<file path="config.mk">
export PLATFORM = sky130hd
export DESIGN_NAME = adder_arb_ctrl_flat
export DESIGN_NICKNAME = d
export VERILOG_FILES = /design/src/rtl/adder_arb_ctrl_pkg.sv /design/src/rtl/adder_arb_ctrl_if.sv /design/src/rtl/adder_arb_ctrl_rr_arbiter.sv /design/src/rtl/adder_arb_ctrl.sv /design/src/flat_wrapper.sv
export SDC_FILE = /design/constraint.sdc
export NUM_CORES = 1
export LEC_CHECK = 0
export CELL_PAD_IN_SITES_DETAIL_PLACEMENT = 0
export CELL_PAD_IN_SITES_GLOBAL_PLACEMENT = 2
export CORE_MARGIN = 2
export CORE_UTILIZATION = 16
export CTS_BUF_LIST = sky130_fd_sc_hd__clkbuf_4
export DETAILED_ROUTE_END_ITERATION = 7
export GPL_TIMING_DRIVEN = 0
export PLACE_DENSITY_LB_ADDON = 0.1
export SETUP_SLACK_MARGIN = 0.02
export SLEW_MARGIN = 20
export SYNTH_ARGS = -nofsm -noshare
export SYNTH_HDL_FRONTEND = slang
export SYNTH_SLANG_ARGS = --single-unit
</file>
<file path="constraint.sdc">
create_clock -name clk -period 3.08 [get_ports clk]
set_clock_uncertainty 0.05 [all_clocks]
set_input_delay 0.616 -clock clk [delete_from_list [all_inputs] [get_ports clk]]
set_output_delay 0.616 -clock clk [all_outputs]
set_load 0.1 [all_outputs]
</file>
<file path="src/rtl/adder_arb_ctrl_pkg.sv">
// Shared constants and types for the adder arbitration front-end:
// FSM state encodings, adder width and the in-flight tag layout.
package adder_arb_ctrl_pkg;

  localparam int ADD_W     = 32;
  localparam int TAG_IDX_W = 3;  // wide enough for up to 8 requesters

  typedef enum logic [1:0] {
    ST_IDLE = 2'd0,
    ST_WAIT = 2'd1,
    ST_LOCK = 2'd2
  } st_t;

  typedef struct packed {
    logic                 valid;
    logic [TAG_IDX_W-1:0] idx;
    logic                 chain;
  } tag_t;

endpackage

</file>
<file path="src/rtl/adder_arb_ctrl_if.sv">
// Requester and adder-side bus of adder_arb_ctrl. The slave modport is the
// controller; the master modport is the requester/adder environment.
interface adder_arb_ctrl_if #(
  parameter int N = 4,
  parameter int W = 32
);
  // A request transfers in any cycle where req_valid[i] & req_ready[i]; the
  // requester holds its fields stable while valid is high and not yet ready.
  logic [N-1:0]   req_valid;
  logic [N-1:0]   req_ready;
  logic [N*W-1:0] req_a;
  logic [N*W-1:0] req_b;
  logic [N-1:0]   req_cin;
  logic [N-1:0]   req_chain;
  logic [W-1:0]   add_a;
  logic [W-1:0]   add_b;
  logic           add_cin;
  logic [W-1:0]   add_s;
  logic           add_cout;
  logic [N-1:0]   rsp_valid;
  logic [W-1:0]   rsp_sum;
  logic           rsp_cout;

  modport slave (
    input  req_valid, req_a, req_b, req_cin, req_chain, add_s, add_cout,
    output req_ready, add_a, add_b, add_cin, rsp_valid, rsp_sum, rsp_cout
  );

  modport master (
    output req_valid, req_a, req_b, req_cin, req_chain, add_s, add_cout,
    input  req_ready, add_a, add_b, add_cin, rsp_valid, rsp_sum, rsp_cout
  );
endinterface

</file>
<file path="src/rtl/adder_arb_ctrl_rr_arbiter.sv">
// Grant logic for adder_arb_ctrl. RR_ARB_EN selects round-robin from an
// internal pointer; otherwise fixed priority, lowest index first.
module rr_arbiter #(
  parameter int N  = 4,
  parameter int IW = (N > 1) ? $clog2(N) : 1
) (
  input  logic          clk,
  input  logic          rst_n,
  input  logic [N-1:0]  req,
  input  logic          en,
  output logic [N-1:0]  grant,
  output logic [IW-1:0] grant_idx
);

`ifdef RR_ARB_EN
  logic [IW-1:0] ptr_q;
  logic          found;

  // Two passes: indices at/after the pointer first, then the wrapped ones.
  always_comb begin
    grant     = '0;
    grant_idx = '0;
    found     = 1'b0;
    for (int i = 0; i < N; i++) begin
      if (!found && req[i] && (i >= int'(ptr_q))) begin
        found     = 1'b1;
        grant[i]  = 1'b1;
        grant_idx = IW'(i);
      end
    end
    for (int i = 0; i < N; i++) begin
      if (!found && req[i]) begin
        found     = 1'b1;
        grant[i]  = 1'b1;
        grant_idx = IW'(i);
      end
    end
  end

  always_ff @(posedge clk or negedge rst_n) begin
    if (!rst_n) begin
      ptr_q <= '0;
    end else if (en) begin
      ptr_q <= (grant_idx == IW'(N - 1)) ? '0 : grant_idx + IW'(1);
    end
  end
`else
  logic unused_ok;
  assign unused_ok = ^{clk, rst_n, en};

  always_comb begin
    grant     = '0;
    grant_idx = '0;
    for (int i = N - 1; i >= 0; i--) begin
      if (req[i]) begin
        grant     = '0;
        grant[i]  = 1'b1;
        grant_idx = IW'(i);
      end
    end
  end
`endif

endmodule

</file>
<file path="src/rtl/adder_arb_ctrl.sv">
// Arbitration/sequencing front-end for a shared registered adder, with
// locked multi-word carry chains. Grant policy set by RR_ARB_EN (rr_arbiter).
module adder_arb_ctrl
  import adder_arb_ctrl_pkg::*;
#(
  parameter int N       = 4,
  parameter int W       = ADD_W,
  parameter int ADD_LAT = 1
) (
  input  logic             clk,
  input  logic             rst_n,
  adder_arb_ctrl_if.slave  bus,
  output logic             busy,
  output st_t              state
);

  localparam int IW = (N > 1) ? $clog2(N) : 1;

  st_t           state_q, state_d;
  logic [IW-1:0] owner_q, owner_d;
  logic          carry_q;
  logic [N-1:0]  grant, ready;
  logic [IW-1:0] grant_idx, acc_idx;
  logic          accept, acc_chain, sel_cin, arb_en, owner_ret;
  logic [W-1:0]  sel_a, sel_b;
  tag_t          tag_in, tag_ret;
  tag_t          tag_q [ADD_LAT+1];

  rr_arbiter #(.N(N), .IW(IW)) u_arb (
    .clk       (clk),
    .rst_n     (rst_n),
    .req       (bus.req_valid),
    .en        (arb_en),
    .grant     (grant),
    .grant_idx (grant_idx)
  );

  // Ready is forced low while reset is held so no transfer can be seen.
  always_comb begin
    ready = '0;
    if (rst_n) begin
      case (state_q)
        ST_IDLE: ready = grant;
        ST_LOCK: begin
          for (int i = 0; i < N; i++) begin
            if (IW'(i) == owner_q) ready[i] = bus.req_valid[i];
          end
        end
        default: ready = '0;
      endcase
    end
  end

  assign bus.req_ready = ready;
  assign accept        = |(bus.req_valid & ready);
  assign arb_en        = accept && (state_q == ST_IDLE);

  always_comb begin
    sel_a     = '0;
    sel_b     = '0;
    sel_cin   = 1'b0;
    acc_chain = 1'b0;
    acc_idx   = '0;
    for (int i = 0; i < N; i++) begin
      if (bus.req_valid[i] && ready[i]) begin
        sel_a     = bus.req_a[i*W +: W];
        sel_b     = bus.req_b[i*W +: W];
        sel_cin   = bus.req_cin[i];
        acc_chain = bus.req_chain[i];
        acc_idx   = IW'(i);
      end
    end
  end

  always_comb begin
    tag_in       = '0;
    tag_in.valid = accept;
    tag_in.idx   = TAG_IDX_W'(acc_idx);
    tag_in.chain = acc_chain;
  end

  assign tag_ret   = tag_q[ADD_LAT];
  assign owner_ret = tag_ret.valid && tag_ret.chain &&
                     (tag_ret.idx == TAG_IDX_W'(owner_q));

  always_comb begin
    state_d = state_q;
    owner_d = owner_q;
    case (state_q)
      ST_IDLE: begin
        if (accept && acc_chain) begin
          state_d = ST_WAIT;
          owner_d = grant_idx;
        end
      end
      ST_WAIT: if (owner_ret) state_d = ST_LOCK;
      ST_LOCK: if (accept) state_d = acc_chain ? ST_WAIT : ST_IDLE;
      default: state_d = ST_IDLE;
    endcase
  end

  always_ff @(posedge clk or negedge rst_n) begin
    if (!rst_n) begin
      state_q     <= ST_IDLE;
      owner_q     <= '0;
      carry_q     <= 1'b0;
      bus.add_a   <= '0;
      bus.add_b   <= '0;
      bus.add_cin <= 1'b0;
      for (int k = 0; k <= ADD_LAT; k++) tag_q[k] <= '0;
    end else begin
      state_q <= state_d;
      owner_q <= owner_d;
      if ((state_q == ST_WAIT) && owner_ret) carry_q <= bus.add_cout;
      if (accept) begin
        bus.add_a   <= sel_a;
        bus.add_b   <= sel_b;
        bus.add_cin <= (state_q == ST_LOCK) ? carry_q : sel_cin;
      end
      tag_q[0] <= tag_in;
      for (int k = 1; k <= ADD_LAT; k++) tag_q[k] <= tag_q[k-1];
    end
  end

  // The sum and carry pass straight through; only the tag decides the owner.
  always_comb begin
    bus.rsp_valid = '0;
    for (int i = 0; i < N; i++) begin
      if (tag_ret.valid && (tag_ret.idx == TAG_IDX_W'(i))) bus.rsp_valid[i] = 1'b1;
    end
  end

  assign bus.rsp_sum  = bus.add_s;
  assign bus.rsp_cout = bus.add_cout;

  always_comb begin
    busy = (state_q != ST_IDLE);
    for (int k = 0; k <= ADD_LAT; k++) busy = busy | tag_q[k].valid;
  end

  assign state = state_q;

endmodule
</file>
<file path="src/flat_wrapper.sv">
// flat-port wrapper written by rule: the top's interface ports become plain ports
module adder_arb_ctrl_flat import adder_arb_ctrl_pkg::*;
#(
  parameter int N       = 4,
  parameter int W       = ADD_W,
  parameter int ADD_LAT = 1
)
  (clk, rst_n, busy, state, bus_req_valid, bus_req_a, bus_req_b, bus_req_cin, bus_req_chain, bus_add_s, bus_add_cout, bus_req_ready, bus_add_a, bus_add_b, bus_add_cin, bus_rsp_valid, bus_rsp_sum, bus_rsp_cout);
  adder_arb_ctrl_if #(.N(N), .W(W)) bus_i ();
  input  logic clk;
  input  logic rst_n;
  output logic busy;
  output st_t state;
  input wire logic [$bits(bus_i.req_valid)-1:0] bus_req_valid;
  input wire logic [$bits(bus_i.req_a)-1:0] bus_req_a;
  input wire logic [$bits(bus_i.req_b)-1:0] bus_req_b;
  input wire logic [$bits(bus_i.req_cin)-1:0] bus_req_cin;
  input wire logic [$bits(bus_i.req_chain)-1:0] bus_req_chain;
  input wire logic [$bits(bus_i.add_s)-1:0] bus_add_s;
  input wire logic [$bits(bus_i.add_cout)-1:0] bus_add_cout;
  output wire logic [$bits(bus_i.req_ready)-1:0] bus_req_ready;
  output wire logic [$bits(bus_i.add_a)-1:0] bus_add_a;
  output wire logic [$bits(bus_i.add_b)-1:0] bus_add_b;
  output wire logic [$bits(bus_i.add_cin)-1:0] bus_add_cin;
  output wire logic [$bits(bus_i.rsp_valid)-1:0] bus_rsp_valid;
  output wire logic [$bits(bus_i.rsp_sum)-1:0] bus_rsp_sum;
  output wire logic [$bits(bus_i.rsp_cout)-1:0] bus_rsp_cout;
  assign bus_i.req_valid = bus_req_valid;
  assign bus_i.req_a = bus_req_a;
  assign bus_i.req_b = bus_req_b;
  assign bus_i.req_cin = bus_req_cin;
  assign bus_i.req_chain = bus_req_chain;
  assign bus_i.add_s = bus_add_s;
  assign bus_i.add_cout = bus_add_cout;
  assign bus_req_ready = bus_i.req_ready;
  assign bus_add_a = bus_i.add_a;
  assign bus_add_b = bus_i.add_b;
  assign bus_add_cin = bus_i.add_cin;
  assign bus_rsp_valid = bus_i.rsp_valid;
  assign bus_rsp_sum = bus_i.rsp_sum;
  assign bus_rsp_cout = bus_i.rsp_cout;
  adder_arb_ctrl #(.N(N), .W(W), .ADD_LAT(ADD_LAT)) u_core (.clk(clk), .rst_n(rst_n), .bus(bus_i), .busy(busy), .state(state));
endmodule
</file>
* Yosys cells after proc, flatten, opt, wreduce, memory -nomap -nowiden *
Index checks and enable logic that the tools add are counted.

word-level totals
  output and inout port bits = 109
  flip-flop bits (word level) = 78
  word-level logic and storage cells = 89

operators by class
  bitwise operators = 3
  eq/ne operators = 12
  multiplexer cells = 43
  reduce and logical (&&, ||, !) cells = 19

operator list
  operator                                                                 count
  32-bit two-way mux                                                       8
  4-bit two-way mux                                                        5
  1-bit two-way mux                                                        19
  2-bit two-way mux                                                        9
  1-bit logical AND                                                        12
  4-bit case mux with 2 select lines                                       1
  2-bit equality test, second input constant                               3
  2-bit case mux with 3 select lines                                       1
  4-bit bitwise AND                                                        1
  2-bit by 1-bit equality test with 1-bit output, second input constant    2
  2-bit equality test, first input constant                                2
  2-bit logical NOT                                                        2
  2-bit by 1-bit inequality test with 1-bit output, second input constant  2
  4-bit OR reduction                                                       1
  3-bit logical NOT                                                        1
  3-bit AND reduction                                                      1
  1-bit by 2-bit equality test with 1-bit output, first input constant     1
  2-bit equality test                                                      1
  2-bit inequality test, second input constant                             1
  1-bit OR                                                                 2
  2-bit AND reduction                                                      1
  2-bit nonzero test                                                       1

* Depth between registers and ports, before layout *
  depth in word-level cells = 14
  depth in mapped cells = 9

* Hierarchy *
A second synthesis with hierarchy kept.

unflattened totals
  cell total of the unflattened synthesis = 710
  area total of the unflattened synthesis = 5639.2 sq um

modules (own cells, without submodules)
  module          sequential area each (sq um)  cells an instance  area an instance (sq um)  times used
  adder_arb_ctrl  1951.9                        701                5579.1                    1
  rr_arbiter      0.0                           9                  60.1                      1

* Least setup slack after synthesis *
No wires, ideal clock.

  path kind = register to output
  from = register u_core.tag_q[1] (netlist bit)
  to = output port bus_rsp_valid[0]
  path slack = -214 ps
  cell stages (with the launch flop) = 2
  arrival = 2628 ps
  path through = dfrtp_1 nor3b_1

between the ends
  longest elaborated chain between the ends = 3

RTL lines
  element             RTL line               RTL
  start: declaration  adder_arb_ctrl.sv:27   tag_t tag_q [ADD_LAT+1];
  3-bit logical NOT   adder_arb_ctrl.sv:129  if (tag_ret.valid && (tag_ret.idx == TAG_IDX_W'(i))) bus.rsp_valid[i] = 1'b1;
  1-bit logical AND   adder_arb_ctrl.sv:129
  1-bit two-way mux   adder_arb_ctrl.sv:129
  end: declaration    flat_wrapper.sv:25     output wire logic [$bits(bus_i.rsp_valid)-1:0] bus_rsp_valid;

Every way passes these cells.

* Worst setup path in the final report *
  from = input port bus_req_valid[1]
  to = output port bus_req_ready[3]

between the ends
  longest elaborated chain between the ends = 4

RTL lines
  element                             RTL line                         RTL
  start: declaration                  flat_wrapper.sv:14               input wire logic [$bits(bus_i.req_valid)-1:0] bus_req_valid;
  4-bit two-way mux (2 in series)     adder_arb_ctrl_rr_arbiter.sv:55  if (req[i]) begin
  4-bit case mux with 2 select lines  adder_arb_ctrl.sv:42             case (state_q)
  4-bit two-way mux                   adder_arb_ctrl.sv:41             if (rst_n) begin
  end: declaration                    flat_wrapper.sv:21               output wire logic [$bits(bus_i.req_ready)-1:0] bus_req_ready;

Every way passes these cells.

==> flow_metrics.tcl <==
set metrics [dict create \
    status "complete, no violations" \
    dp_cells 1175 \
    cts.sinks 78 \
    start_util 0.162 \
    wl_per_cell_um 18.5 \
    p_leak_nw 3.65 \
    synthesis.nets 763 \
    grt_antenna_before_repair 2 \
    grt_pass1_wl_um 32900 \
    layout-drive-gt1-share 0.102 \
    yosysMostFrequentCell "nand2_1" \
    crit_fanout 12 \
    dp_hpwl_um 17700 \
    yosysUniqueCellTypes 36 \
    timing.final.ws_setup_ns 0.0927 \
    detail-route-antenna-nets 0 \
    area_growth_syn_to_layout_pct 107 \
    pin_count 412 \
    final_util 0.336 \
    io_buffers 379 \
    cts_buffers 9 \
    die_h_um 166 \
    finalWirelength_um 22100 \
    max_freq_mhz 335 \
    synth_edf_count 0 \
    fill_cells 2676 \
    num_vias 5251 \
    netlist_instances 460 \
    async_flop_share 1.00 \
    viasPerCell 4.40 \
    peakVddDrop_uv 388 \
    p_per_area_nw_per_um2 902 \
    synth_area_um2 4210 \
    dieArea_um2 27600 \
    ff2ff_setup_slack_ns 0.55 \
    fin_cells 1193 \
    root_buffer "clkbuf_4" \
    rows 59 \
    finalNetCount 1154 \
    period_share 0.970 \
    cts_tree "yes" \
    drt-pass1-iter-count 8 \
    grt.total_usage 0.157 \
    finalSetupViolCount 0 \
    grt_pass1_vias 5607 \
    clk_pin_slew_worst_paths_ns 0.14 \
    min_period_ns 2.99 \
    core_um2 25900 \
    synth.yosys.seq_area_share 0.464 \
    synth_top_area_share 0.464 \
    syn_area_per_cell_um2 9.15 \
    gp_congestion 0.765 \
    htreeDepth 3 \
    crit_required_ns 2.41 \
    drtIter0Drc 432 \
    critPathLaunchType "input port" \
    hold_path.class "input port to asynchronous set/reset pin" \
    tightest_slew_ns 1.08 \
    rsz0062_at_grt "false" \
    ys_top_cells_by_count "nand2_1 (132), dfrtp_1 (78), nand3_1 (65)" \
    cts_buffer_depth 2 \
    die_x_um 166 \
    setup_tns_ns 0 \
    arrival_ns 2.32 \
    crit_type "input port to output port" \
    synth_area_leaders "dfrtp_1 (46%), a222oi_1 (15%), nand2_1 (12%)" \
    slew_headroom 0.279 \
    overflow 0 \
    drv_cap 0 \
    ys_ff_latch 78 \
    slew_violations 0 \
    clock_latency_ns 0.43 \
    drc 0 \
    endpoint_kind "output port" \
    yosysTopAreaCell "dfrtp_1" \
    synth-main-ff-cell "dfrtp_1" \
    finalHoldViolations 0 \
    yosysWarnings 0 \
    grt_max_degree 36 \
    pre_cts_ws_ns -1.21 \
]
## report_power, final
part / leakage, nW / internal, W / total [W] / switching, W
Clock: 0.0830 / 0.000342 / 0.000731 / 0.000389
Sequential: 0.979 / 0.00145 / 0.00171 / 0.000253
Combinational: 2.59 / 0.00134 / 0.00541 / 0.00406
## final timing paths
| check | startpoint | to | cells past startpoint |
|---|---|---|---|
| worst max-delay path | bus_req_valid[1] | bus_req_ready[3] | 5 |
| worst min-delay path | rst_n | u_core.bus.add_b[12] | 2 |
| worst max register to register | u_core.state[0] | u_core.bus.add_a[21] | 6 |
| worst min register to register | u_core.tag_q[5] | u_core.tag_q[0] | 0 |
| max in group asynchronous | rst_n | u_core.bus.add_a[2] | 2 |
| min in group clk | u_core.tag_q[5] | u_core.tag_q[0] | 0 |
## placed cells by master (no fill, tap or decap), types with 2 or more instances in the layout
cell type,synthesis,routed
and3b_1,3,3
and3_1,2,2
clkbuf_2,0,2
or4_1,3,2
nand3_1,65,65
buf_8,0,2
o21ai_0,3,3
xor2_1,2,2
nor3_1,2,2
buf_2,14,13
buf_6,2,5
diode_2,0,3
buf_4,38,38
nor2_1,6,6
inv_1,3,3
dfrtp_1,78,78
a222oi_1,64,64
nand2b_1,4,4
bufinv_16,0,2
nand2_1,132,132
clkbuf_1,17,13
clkdlybuf4s50_1,0,372
clkbuf_4,0,12
nor2b_1,3,3
## cells by family (layout without fill, tap and decap cells)
family,Yosys count,count (layout),share of synthesized area
AO/OA/AOI/OAI,79,79,0.180
XOR/XNOR,2,2,0.00416
buffers and inverters,75,470,0.108
flip-flops,78,78,0.464
multiplexers,2,2,0.00505
other,0,3,0
AND/OR/NAND/NOR,224,224,0.238
## metal layers
layer	track usage	up-vias	routed length, um
li1	-	2474	-
met3	0.0377	24	1680
met4	0.0590	0	498
met2	0.289	287	11600
met5	0	-	0
met1	0.174	2466	8300
## worst max-delay path, stage by stage
cell and delay, ns:
clkdlybuf4s50_1 0.46, or4_4 0.59, o22a_4 0.28, inv_6 0.14, buf_8 0.21
## layout make-up
cell class	count	area [um2]	area share
Antenna cell	3	7.51	0.000863
Sequential cell	78	1950	0.224
Clock inverter	4	72.6	0.00834
Buffer	69	439	0.0505
Multi-Input combinational cell	307	1820	0.209
Tap cell	335	419	0.0482
Timing Repair Buffer	382	3890	0.447
Inverter	4	20.0	0.00230
Clock buffer	11	82.6	0.00949
## state kept, by name, summed over array words and instances (netlist names)
signal and flops:
u_core.bus.add_cin 1, u_core.carry_q 1, u_core.owner_q 2, u_core.tag_q 8
u_core.bus.add_a 32, u_core.state 2, u_core.bus.add_b 32
## repair_timing
| item | CTS | global route |
|---|---|---|
| cloned | 1 | 0 |
| endpoints found under the hold margin | 35 | 0 |
| setup buffers | 0 | 0 |
| resized for setup | 38 | 1 |
| hold buffers | 1 | 0 |
| setup endpoints to repair | 5 | 1 |
## per-stage QoR
step | cell area (um2) | power (W) | hold WS (ns)
detailed placement | 8460 | 0.00719 | 0.286
global route | 8700 | 0.00820 | 0.0212
floorplan | 4220 | 0.00554 | 0.270
CTS | 8690 | 0.00796 | 0.0293
global placement | 8430 | 0.00717 | 0.282
finish | 8700 | 0.00785 | 0.0662
No activity file was read; power rests on OpenSTA's default activity.
==> RTL change (same flow settings) <==
`N` is set to 4 in 4 places; all go to 2.
--- a/src/rtl/adder_arb_ctrl_if.sv
+++ b/src/rtl/adder_arb_ctrl_if.sv
@@ -3,3 +3,3 @@
 interface adder_arb_ctrl_if #(
-  parameter int N = 4,
+  parameter int N = 2,
   parameter int W = 32
--- a/src/rtl/adder_arb_ctrl_rr_arbiter.sv
+++ b/src/rtl/adder_arb_ctrl_rr_arbiter.sv
@@ -3,3 +3,3 @@
 module rr_arbiter #(
-  parameter int N  = 4,
+  parameter int N  = 2,
   parameter int IW = (N > 1) ? $clog2(N) : 1
--- a/src/rtl/adder_arb_ctrl.sv
+++ b/src/rtl/adder_arb_ctrl.sv
@@ -5,3 +5,3 @@
 #(
-  parameter int N       = 4,
+  parameter int N       = 2,
   parameter int W       = ADD_W,
--- a/src/flat_wrapper.sv
+++ b/src/flat_wrapper.sv
@@ -3,3 +3,3 @@
 #(
-  parameter int N       = 4,
+  parameter int N       = 2,
   parameter int W       = ADD_W,
Interface: changed (7 resized); port bits go from 412 to 274. No check against the original RTL was run, so the function may have changed too.
==> RTL change against the original RTL <==
First-iteration DRC count decreased by 66%; setup slack got worse by 1.8 ps; sequential cell count decreased by 3; utilization decreased by 3.7 points; design area decreased by 23%; power increased by 3.1%; area after synthesis decreased by 14%; routed wire length decreased by 29%; largest power group unchanged; critical path type unchanged; synthesized cell count decreased by 7.6%; worst hold slack improved by 74 ps; sequential share of layout area increased by 5.5 points.
==> RTL change: results (changes against the original RTL) <==
| Metric | Value |
|---|---|
| Max VDD drop | 0.000693 V (was 0.000388 V) |
| Buffer levels on the longest clock path | 2 (unchanged) |
| Number of nets produced by synthesis | 594 (was 763) |
| Worst hold path type | in2async (unchanged) |
| Total number of vias | 3,958 (was 5,251) |
| Internal Power | 3160 uW (was 3140 uW) |
| Placed wire-length estimate | 11.3 mm (was 17.7 mm) |
| Rel. slew slack | 31.2% (was 27.9%) |
| Pin count of the biggest net entering global routing | 33 (was 36) |
| Vias in the first global route | 4,047 (was 5,607) |
| Ratio of cells with drive above 1 in the final layout | 12.4% (was 10.2%) |
| Router iterations before antenna repair | 4 (was 8) |
| Main area contributors after synthesis | dfrtp_1 52%, nand2_1 14%, a31oi_1 11% (was dfrtp_1 46%, a222oi_1 15%, nand2_1 12%) |
| Final nets | 852 (was 1,154) |
| Yosys top cell by area | dfrtp_1 (unchanged) |
| Proportion of register bits with asynchronous set or reset after synthesis | 100% (unchanged) |
| TritonCTS buffer count | 9 (unchanged) |
| Insertion delay of the later-clocked pin in the worst-skew pair | about 440 ps |
| Final weighted congestion of routability-driven global placement | 0.728 (was 0.765) |
| Highest fanout seen on the critical path | 2 (was 12) |
| Port buffer count | 241 (was 379) |
| Synth Flop Type | dfrtp_1 (unchanged) |
| Wire length of the first global-routing pass | 23.7 mm (was 32.9 mm) |
| Arrival time of data at the critical path endpoint | 2320 ps (about the same) |
| Proportion of synthesized chip area in sequential cells | 51.7% (was 46.4%) |
| Register-to-register setup slack | 1240 ps (was 550 ps) |
| Final critical delay including setup and external delays | 2990 ps (about the same) |
| Static Leakage | 0.00289 uW (was 0.00365 uW) |
| Count of cell types in the netlist | 27 (was 36) |
| Largest incremental delay on the critical path | 1110 ps (was 590 ps) |
| H-tree levels | 3 (unchanged) |
| Master of the slowest instance on the critical path | clkdlybuf4s50_1 (was or4_4) |
| Detailed router's first-iteration violation count | 148 (was 432) |
| Run status | complete, no violations (unchanged) |
| Global-route usage over all layers | 13.0% (was 15.7%) |
| Registers with the highest flip-flop counts | u_core.bus.add_a (32), u_core.bus.add_b (32), u_core.tag_q (6) (was u_core.bus.add_a (32), u_core.bus.add_b (32), u_core.tag_q (8)) |
| Filler cell count in the final layout | 2,391 (was 2,676) |
| Clock Tree Root | clkbuf_4 (unchanged) |
| Antenna violations before repair | 2 (unchanged) |
| Clock slew seen by the registers of the worst setup and hold paths | 130 ps |
| Worst slack at placement | -1160 ps (was -1210 ps) |
| Most frequent cells after synthesis | 131 x nand2_1, 75 x dfrtp_1, 66 x nor2_1 (was 132 x nand2_1, 78 x dfrtp_1, 65 x nand3_1) |
| FF-to-FF path depth | 6 (unchanged) |
| Count of warnings emitted by yosys | 0 (unchanged) |
| WL per Instance | 16.2 microns (was 18.5 microns) |
-- RTL change: worst paths after layout --
kind                                              to             from
worst max-delay path                    bus_rsp_cout     bus_add_cout
worst min-delay path            u_core.bus.add_b[14]            rst_n
worst max register to register   u_core.bus.add_b[5]  u_core.state[0]
worst min register to register       u_core.tag_q[1]  u_core.tag_q[6]
max in group asynchronous            u_core.tag_q[1]            rst_n
min in group clk                     u_core.tag_q[1]  u_core.tag_q[6]
-- RTL change: power by group through the flow --
stage	clock, uW	sequential (uW)	combinational, uW
global route	884	1770	5800
global placement	0	1710	5610
finish	799	1700	5590
detailed placement	0	1710	5620
floorplan	0	4930	937
CTS	845	1700	5640
-- RTL change: metrics by stage --
| step | util [%] | hold slack [ps] | instance area [sq um] | cells | power [uW] |
|---|---|---|---|---|---|
| floorplan | - | 270 | 3630 | 425 | 5870 |
| global placement | 28.5 | 284 | 6400 | 951 | 7320 |
| detailed placement | 28.6 | 290 | 6430 | 952 | 7340 |
| CTS | 29.8 | 1.07 | 6690 | 970 | 8190 |
| global route | 29.9 | 82.4 | 6710 | 973 | 8450 |
| finish | 29.9 | 140 | 6710 | 973 | 8090 |
-- RTL change: cell type report --
type | count | area share [%]
antenna | 1 | 0.0373
sequential | 75 | 28.0
timing repair buffer | 247 | 37.8
multi-input combinational | 283 | 19.7
clock inverter | 6 | 1.57
inverter | 6 | 0.336
buffer | 61 | 6.28
clock buffer | 9 | 1.01
tap | 285 | 5.32
-- RTL change: cells by family (layout without fill, tap and decap cells) --
family,Yosys count,after routing,synth area share [%]
AO/OA/AOI/OAI,70,70,12.4
XOR/XNOR,1,1,0.241
buffers and inverters,67,329,12.1
flip-flops,75,75,51.7
multiplexers,5,5,1.45
other,0,1,0
AND/OR/NAND/NOR,207,207,22.1
-- RTL change: critical path, delay by kind of cell --
family,cells,cell delay (ps)
buffers and inverters,3,1700
-- RTL change: timing repair --
item,CTS,global route
cloned,1,0
pin swaps,1,1
hold buffers,2,1
setup buffers,0,1
endpoints found under the setup margin,3,1
hold endpoints to repair,32,1
resized for setup,18,0
-- RTL change: metal layers --
metal | vias up | share of wire (%) | GRT usage [%]
met1 | 1897 | 42 | 15.6
met3 | 11 | 6.5 | 4.09
met5 | - | 0 | 0
li1 | 1889 | - | -
met4 | 0 | 1.2 | 3.00
met2 | 161 | 50 | 22.7
